File: config.mk
export PLATFORM = sky130hd
export DESIGN_NAME = rf_write_arbiter
export DESIGN_NICKNAME = d
export VERILOG_FILES = /design/src/rtl/rf_write_arbiter.sv
export SDC_FILE = /design/constraint.sdc
export NUM_CORES = 1
export LEC_CHECK = 0
export BUFFER_PORTS_ARGS = -buffer_cell sky130_fd_sc_hd__buf_4
export CAP_MARGIN = 20
export CORE_MARGIN = 5
export CORE_UTILIZATION = 41
export DETAILED_ROUTE_END_ITERATION = 10
export PLACE_DENSITY = 0.76
export SKIP_CTS_REPAIR_TIMING = 1
export SLEW_MARGIN = 40
export SYNTH_ARGS = -nofsm -noshare
export SYNTH_HDL_FRONTEND = slang
export SYNTH_SLANG_ARGS = --single-unit
File: constraint.sdc
create_clock -name clk -period 1.45 [get_ports clk]
set_input_delay 0.145 -clock clk [delete_from_list [all_inputs] [get_ports clk]]
set_output_delay 0.145 -clock clk [all_outputs]
set_load 0.05 [all_outputs]
File: src/rtl/rf_write_arbiter.sv
// Register-file write-port arbiter: round-robin between two writeback requesters,
// plus a sequencer that zeroes x1..x31 on command. WE3/WA3/WD3 are registered.
module rf_write_arbiter #(
    parameter int DW = 32,
    parameter int AW = 5
) (
    input  logic          clk,
    input  logic          reset,
    input  logic          req0_valid,
    output logic          req0_ready,
    input  logic [AW-1:0] req0_addr,
    input  logic [DW-1:0] req0_data,
    input  logic          req1_valid,
    output logic          req1_ready,
    input  logic [AW-1:0] req1_addr,
    input  logic [DW-1:0] req1_data,
    input  logic          clr_start,
    output logic          clr_busy,
    output logic          clr_done,
    output logic          WE3,
    output logic [AW-1:0] WA3,
    output logic [DW-1:0] WD3
);

    // state | meaning
    // IDLE  | arbitrating requesters, clr_start accepted
    // CLEAR | presenting zero writes to x2..x31, requesters stalled
    typedef enum logic {S_IDLE, S_CLEAR} state_t;

    localparam logic [AW-1:0] ADDR_ONE  = AW'(1);
    localparam logic [AW-1:0] ADDR_TWO  = AW'(2);
    localparam logic [AW-1:0] ADDR_LAST = '1;

    state_t        r_state, w_state_nxt;
    logic          r_rr_ptr, w_rr_nxt;
    logic [AW-1:0] r_cnt, w_cnt_nxt;
    logic          r_we, w_we_nxt;
    logic [AW-1:0] r_wa, w_wa_nxt;
    logic [DW-1:0] r_wd, w_wd_nxt;
    logic          r_busy, w_busy_nxt;
    logic          r_done, w_done_nxt;
    logic          w_grant0, w_grant1;

    always_ff @(posedge clk or posedge reset) begin
        if (reset) begin
            r_state  <= S_IDLE;
            r_rr_ptr <= 1'b0;
            r_cnt    <= '0;
            r_we     <= 1'b0;
            r_wa     <= '0;
            r_wd     <= '0;
            r_busy   <= 1'b0;
            r_done   <= 1'b0;
        end else begin
            r_state  <= w_state_nxt;
            r_rr_ptr <= w_rr_nxt;
            r_cnt    <= w_cnt_nxt;
            r_we     <= w_we_nxt;
            r_wa     <= w_wa_nxt;
            r_wd     <= w_wd_nxt;
            r_busy   <= w_busy_nxt;
            r_done   <= w_done_nxt;
        end
    end

    always_comb begin
        w_state_nxt = r_state;
        w_rr_nxt    = r_rr_ptr;
        w_cnt_nxt   = r_cnt;
        w_we_nxt    = 1'b0;
        w_wa_nxt    = r_wa;
        w_wd_nxt    = r_wd;
        w_busy_nxt  = 1'b0;
        w_done_nxt  = 1'b0;
        w_grant0    = 1'b0;
        w_grant1    = 1'b0;

        case (r_state)
            S_IDLE: begin
                if (clr_start) begin
                    w_state_nxt = S_CLEAR;
                    w_we_nxt    = 1'b1;
                    w_wa_nxt    = ADDR_ONE;
                    w_wd_nxt    = '0;
                    w_cnt_nxt   = ADDR_TWO;
                    w_busy_nxt  = 1'b1;
                end else begin
                    w_grant0 = req0_valid && (!req1_valid || !r_rr_ptr);
                    w_grant1 = req1_valid && (!req0_valid ||  r_rr_ptr);
                    if (w_grant0) begin
                        w_rr_nxt = 1'b1;
                        if (req0_addr != '0) begin
                            w_we_nxt = 1'b1;
                            w_wa_nxt = req0_addr;
                            w_wd_nxt = req0_data;
                        end
                    end else if (w_grant1) begin
                        w_rr_nxt = 1'b0;
                        if (req1_addr != '0) begin
                            w_we_nxt = 1'b1;
                            w_wa_nxt = req1_addr;
                            w_wd_nxt = req1_data;
                        end
                    end
                end
            end
            S_CLEAR: begin
                w_we_nxt   = 1'b1;
                w_wa_nxt   = r_cnt;
                w_wd_nxt   = '0;
                w_busy_nxt = 1'b1;
                // Loading the top address ends the sweep; done lines up with it.
                if (r_cnt == ADDR_LAST) begin
                    w_state_nxt = S_IDLE;
                    w_done_nxt  = 1'b1;
                    w_cnt_nxt   = '0;
                end else begin
                    w_cnt_nxt = r_cnt + ADDR_ONE;
                end
            end
            default: w_state_nxt = S_IDLE;
        endcase
    end

    assign req0_ready = w_grant0;
    assign req1_ready = w_grant1;
    assign WE3        = r_we;
    assign WA3        = r_wa;
    assign WD3        = r_wd;
    assign clr_busy   = r_busy;
    assign clr_done   = r_done;

endmodule
==> load_flow_metrics.sql <==
INSERT INTO impl_metrics (metric_group, metric, value, unit) VALUES
('pwr', 'pwr-share-comb', '40.5', '%'),
('placement', 'globalplace.congestion', '0.848', ''),
('worst_setup_path', 'timing.critical_path.to_type', 'flip-flop', ''),
('pwr', 'total_power', '4.48', 'mW'),
('die', 'num_rows', '28', ''),
('pwr', 'pwr-share-clk', '22.1', '%'),
('logic_synthesis', 'postSynth.topFlopCell', 'dfrtp_1', ''),
('run', 'max_cap_violations', '0', ''),
('outcome', 'failed_checks', 'negative setup slack', ''),
('drt', 'route.antenna.remaining_nets', '0', ''),
('pwr', 'swShare', '35.9', '%'),
('grt', 'globalRoute.totalOverflow', '0', ''),
('sta', 'fmax', '0.603', 'GHz'),
('clock_tree', 'worstSkewPairLatency', '0.29', 'ns'),
('worst_setup_path', 'critical-path-max-stage-delay', '0.45', 'ns'),
('sta', 'fin_worst_skew', '0.00629', 'ns'),
('sta', 'post_route_fraction_of_the_period_consumed_by_the_critical_path', '114', '%'),
('worst_setup_path', 'critical_path_peak_fanout', '11', ''),
('die', 'die_height', '87.4', 'um'),
('die', 'die-area', '7630', 'um^2'),
('grt', 'grt_antenna_before_repair', '0', ''),
('worst_setup_path', 'critical_path_class', 'flip-flop to flip-flop', ''),
('pwr', 'switching_pwr', '1.61', 'mW'),
('clock_tree', 'cts_htree_levels', '2', ''),
('logic_synthesis', 'ys_ff_latch', '47', ''),
('pwr', 'p_seq_share', '37.4', '%'),
('cells_and_area', 'n_antenna_cell', '0', ''),
('sta', 'layout_min_cycle_time', '1.66', 'ns'),
('placement', 'setup_ws_pre_cts', '-0.366', 'ns'),
('logic_synthesis', 'share_of_the_yosys_chip_area_belonging_to_registers', '47.9', '%'),
('cells_and_area', 'mostFrequentLayoutCell', 'buf_4', ''),
('cells_and_area', 'fillCellCount', '472', ''),
('logic_synthesis', 'postSynthAreaPerCell', '9.70', 'um^2'),
('logic_synthesis', 'synthesis.instances', '253', ''),
('sta', 'relSlewSlack', '71.1', '%'),
('drt', 'detail_route.iter0.violations', '62', ''),
('logic_synthesis', 'synth_top_family_by_area', 'multiplexers', ''),
('sta', 'setup_repair_after_global_routing_missed_its_margin', 'yes', ''),
('cells_and_area', 'syn_to_final_growth', '56.3', '%'),
('logic_synthesis', 'synthDistinctLibCells', '27', ''),
('pwr', 'p_per_area', '1170', 'nW/um^2'),
('cells_and_area', 'area.sequential', '1180', 'um^2'),
('worst_setup_path', 'critical_path_required', '1.63', 'ns'),
('sta', 'finalWorstSetupSlack', '-0.208', 'ns'),
('drt', 'wl_per_cell', '15.0', 'um'),
('logic_synthesis', 'synth_warnings', '0', ''),
('cells_and_area', 'nNetsFinal', '468', ''),
('grt', 'grt_util_all_layers', '16.8', '%'),
('drt', 'detailroute.via_count', '2311', ''),
('hold_path', 'min-delay-path-class', 'input port to flip-flop', ''),
('sta', 'report.final.setup_viol', '39', ''),
('worst_setup_path', 'cp_top_family', 'flip-flops', ''),
('cells_and_area', 'layout.core_utilization', '65.2', '%'),
('outcome', 'run_status', 'complete, but fails checks', ''),
('logic_synthesis', 'complex_gate_fraction_of_the_synthesized_area', '9.94', '%'),
('drt', 'detail_route.vias_per_cell', '4.99', ''),
('sta', 'timing_worst_slew_pin_value', '0.433', 'ns'),
('worst_setup_path', 'critical_path.startpoint_type', 'flip-flop', ''),
('clock_tree', 'clk_transition_reported_paths', '0.09', 'ns'),
('logic_synthesis', 'adder_cell_fraction_of_synth_area', '1.02', '%'),
('clock_tree', 'cts_tree', 'done', ''),
('worst_setup_path', 'critical_path.cell_chain', 'a21boi_4 -> o21ai_1 -> o211ai_1 -> buf_4 -> buf_12 -> mux2_4', ''),
('logic_synthesis', 'synth_xor_area_share', '0.357', '%'),
('cells_and_area', 'layoutNonFillerInstCount', '463', ''),
('logic_synthesis', 'proportion_of_synthesized_flip_flops_having_asynchronous_set_or_reset', '100', '%'),
('cells_and_area', 'multi_input_comb_area', '1250', 'um^2'),
('worst_setup_path', 'worstPathArrival', '1.84', 'ns'),
('cells_and_area', 'layout-drive-gt1-share', '48.7', '%'),
('pwr', 'static-leakage-power', '2.06', 'nW'),
('drt', 'detail_route.drc_violations', '0', ''),
('placement', 'place.detailed.hpwl', '5.03', 'mm');
## cell usage after synthesis (all sizes together) (2+ instances only)
library cell	instances	share of area [%]
nor2	6	0.92
inv	5	0.76
a21oi	32	6.5
or4	2	0.61
o21ai	7	1.4
nand3	13	2.7
dfrtp	47	48
mux2	37	20
clkbuf	11	1.7
ha	2	1.0
nand2b	2	0.51
buf	6	1.9
nand2	74	11
## flip-flops by register name (all words and copies together) (netlist names)
signal and flops:
r_state 1, clr_done 1, clr_busy 1, r_cnt 5
WE3 1, WA3 5, r_rr_ptr 1, WD3 32
## kinds of logic after synthesis
family / Yosys count
multiplexers: 37
buffers and inverters: 22
adder cells (fa/ha/maj): 2
flip-flops: 47
AND/OR/NAND/NOR: 99
AO/OA/AOI/OAI: 45
XOR/XNOR: 1
## path summary, 6_finish.rpt
check	startpoint	slack, ns	cells after the start	end
worst max-delay path	r_rr_ptr$_DFFE_PP0P_	-0.21	6	WD3[18]$_DFFE_PP0P_
worst min-delay path	clr_start	0.16	3	r_cnt[1]$_DFFE_PP0N_
worst max register to register	r_rr_ptr$_DFFE_PP0P_	-0.21	6	WD3[18]$_DFFE_PP0P_
worst min register to register	WD3[23]$_DFFE_PP0P_	0.49	1	WD3[23]$_DFFE_PP0P_
max in group asynchronous	reset	0.52	4	WD3[19]$_DFFE_PP0P_
min in group asynchronous	reset	0.43	3	WD3[11]$_DFFE_PP0P_
## cell type report
cell class	count	share of cell area [%]
Timing Repair Buffer	144	30.6
Multi-Input combinational cell	184	32.7
Clock buffer	6	2.15
Clock inverter	2	0.914
Sequential cell	47	30.7
Inverter	5	0.489
Tap cell	75	2.45
## power by group through the flow
stage	clock [mW]	combinational (mW)	sequential [mW]
after global placement	0	1.64	1.68
after global routing	1.07	1.96	1.70
after CTS	1.02	1.70	1.66
final	0.988	1.82	1.68
after floorplan	0	0.640	2.05
after detailed placement	0	1.69	1.68
## routing by layer
metal  vias up  global-route usage [%]  routed length (um)
met3         8                    3.60                 512
met1      1096                    20.4                2750
met5         -                       0                   0
met4         0                    5.30                  62
li1       1123                       -                   -
met2        84                    29.5                3620
## stage by stage
step / area, um^2 / hold WS, ns / TNS (ns)
after floorplan: 2470 / 0.316 / -4.55
after global placement: 3560 / 0.178 / -11.07
after detailed placement: 3560 / 0.190 / -12.08
after CTS: 3680 / -0.139 / -7.11
after global routing: 3830 / 0.192 / -8.93
final: 3830 / 0.164 / -5.92
## worst register-to-register path, cell delays in order (launching register included)
cell	delay, ns
dfrtp_2	0.45
a21boi_4	0.15
o21ai_1	0.08
o211ai_1	0.21
buf_4	0.21
buf_12	0.15
mux2_4	0.30
(Power assumes the default switching activity.)
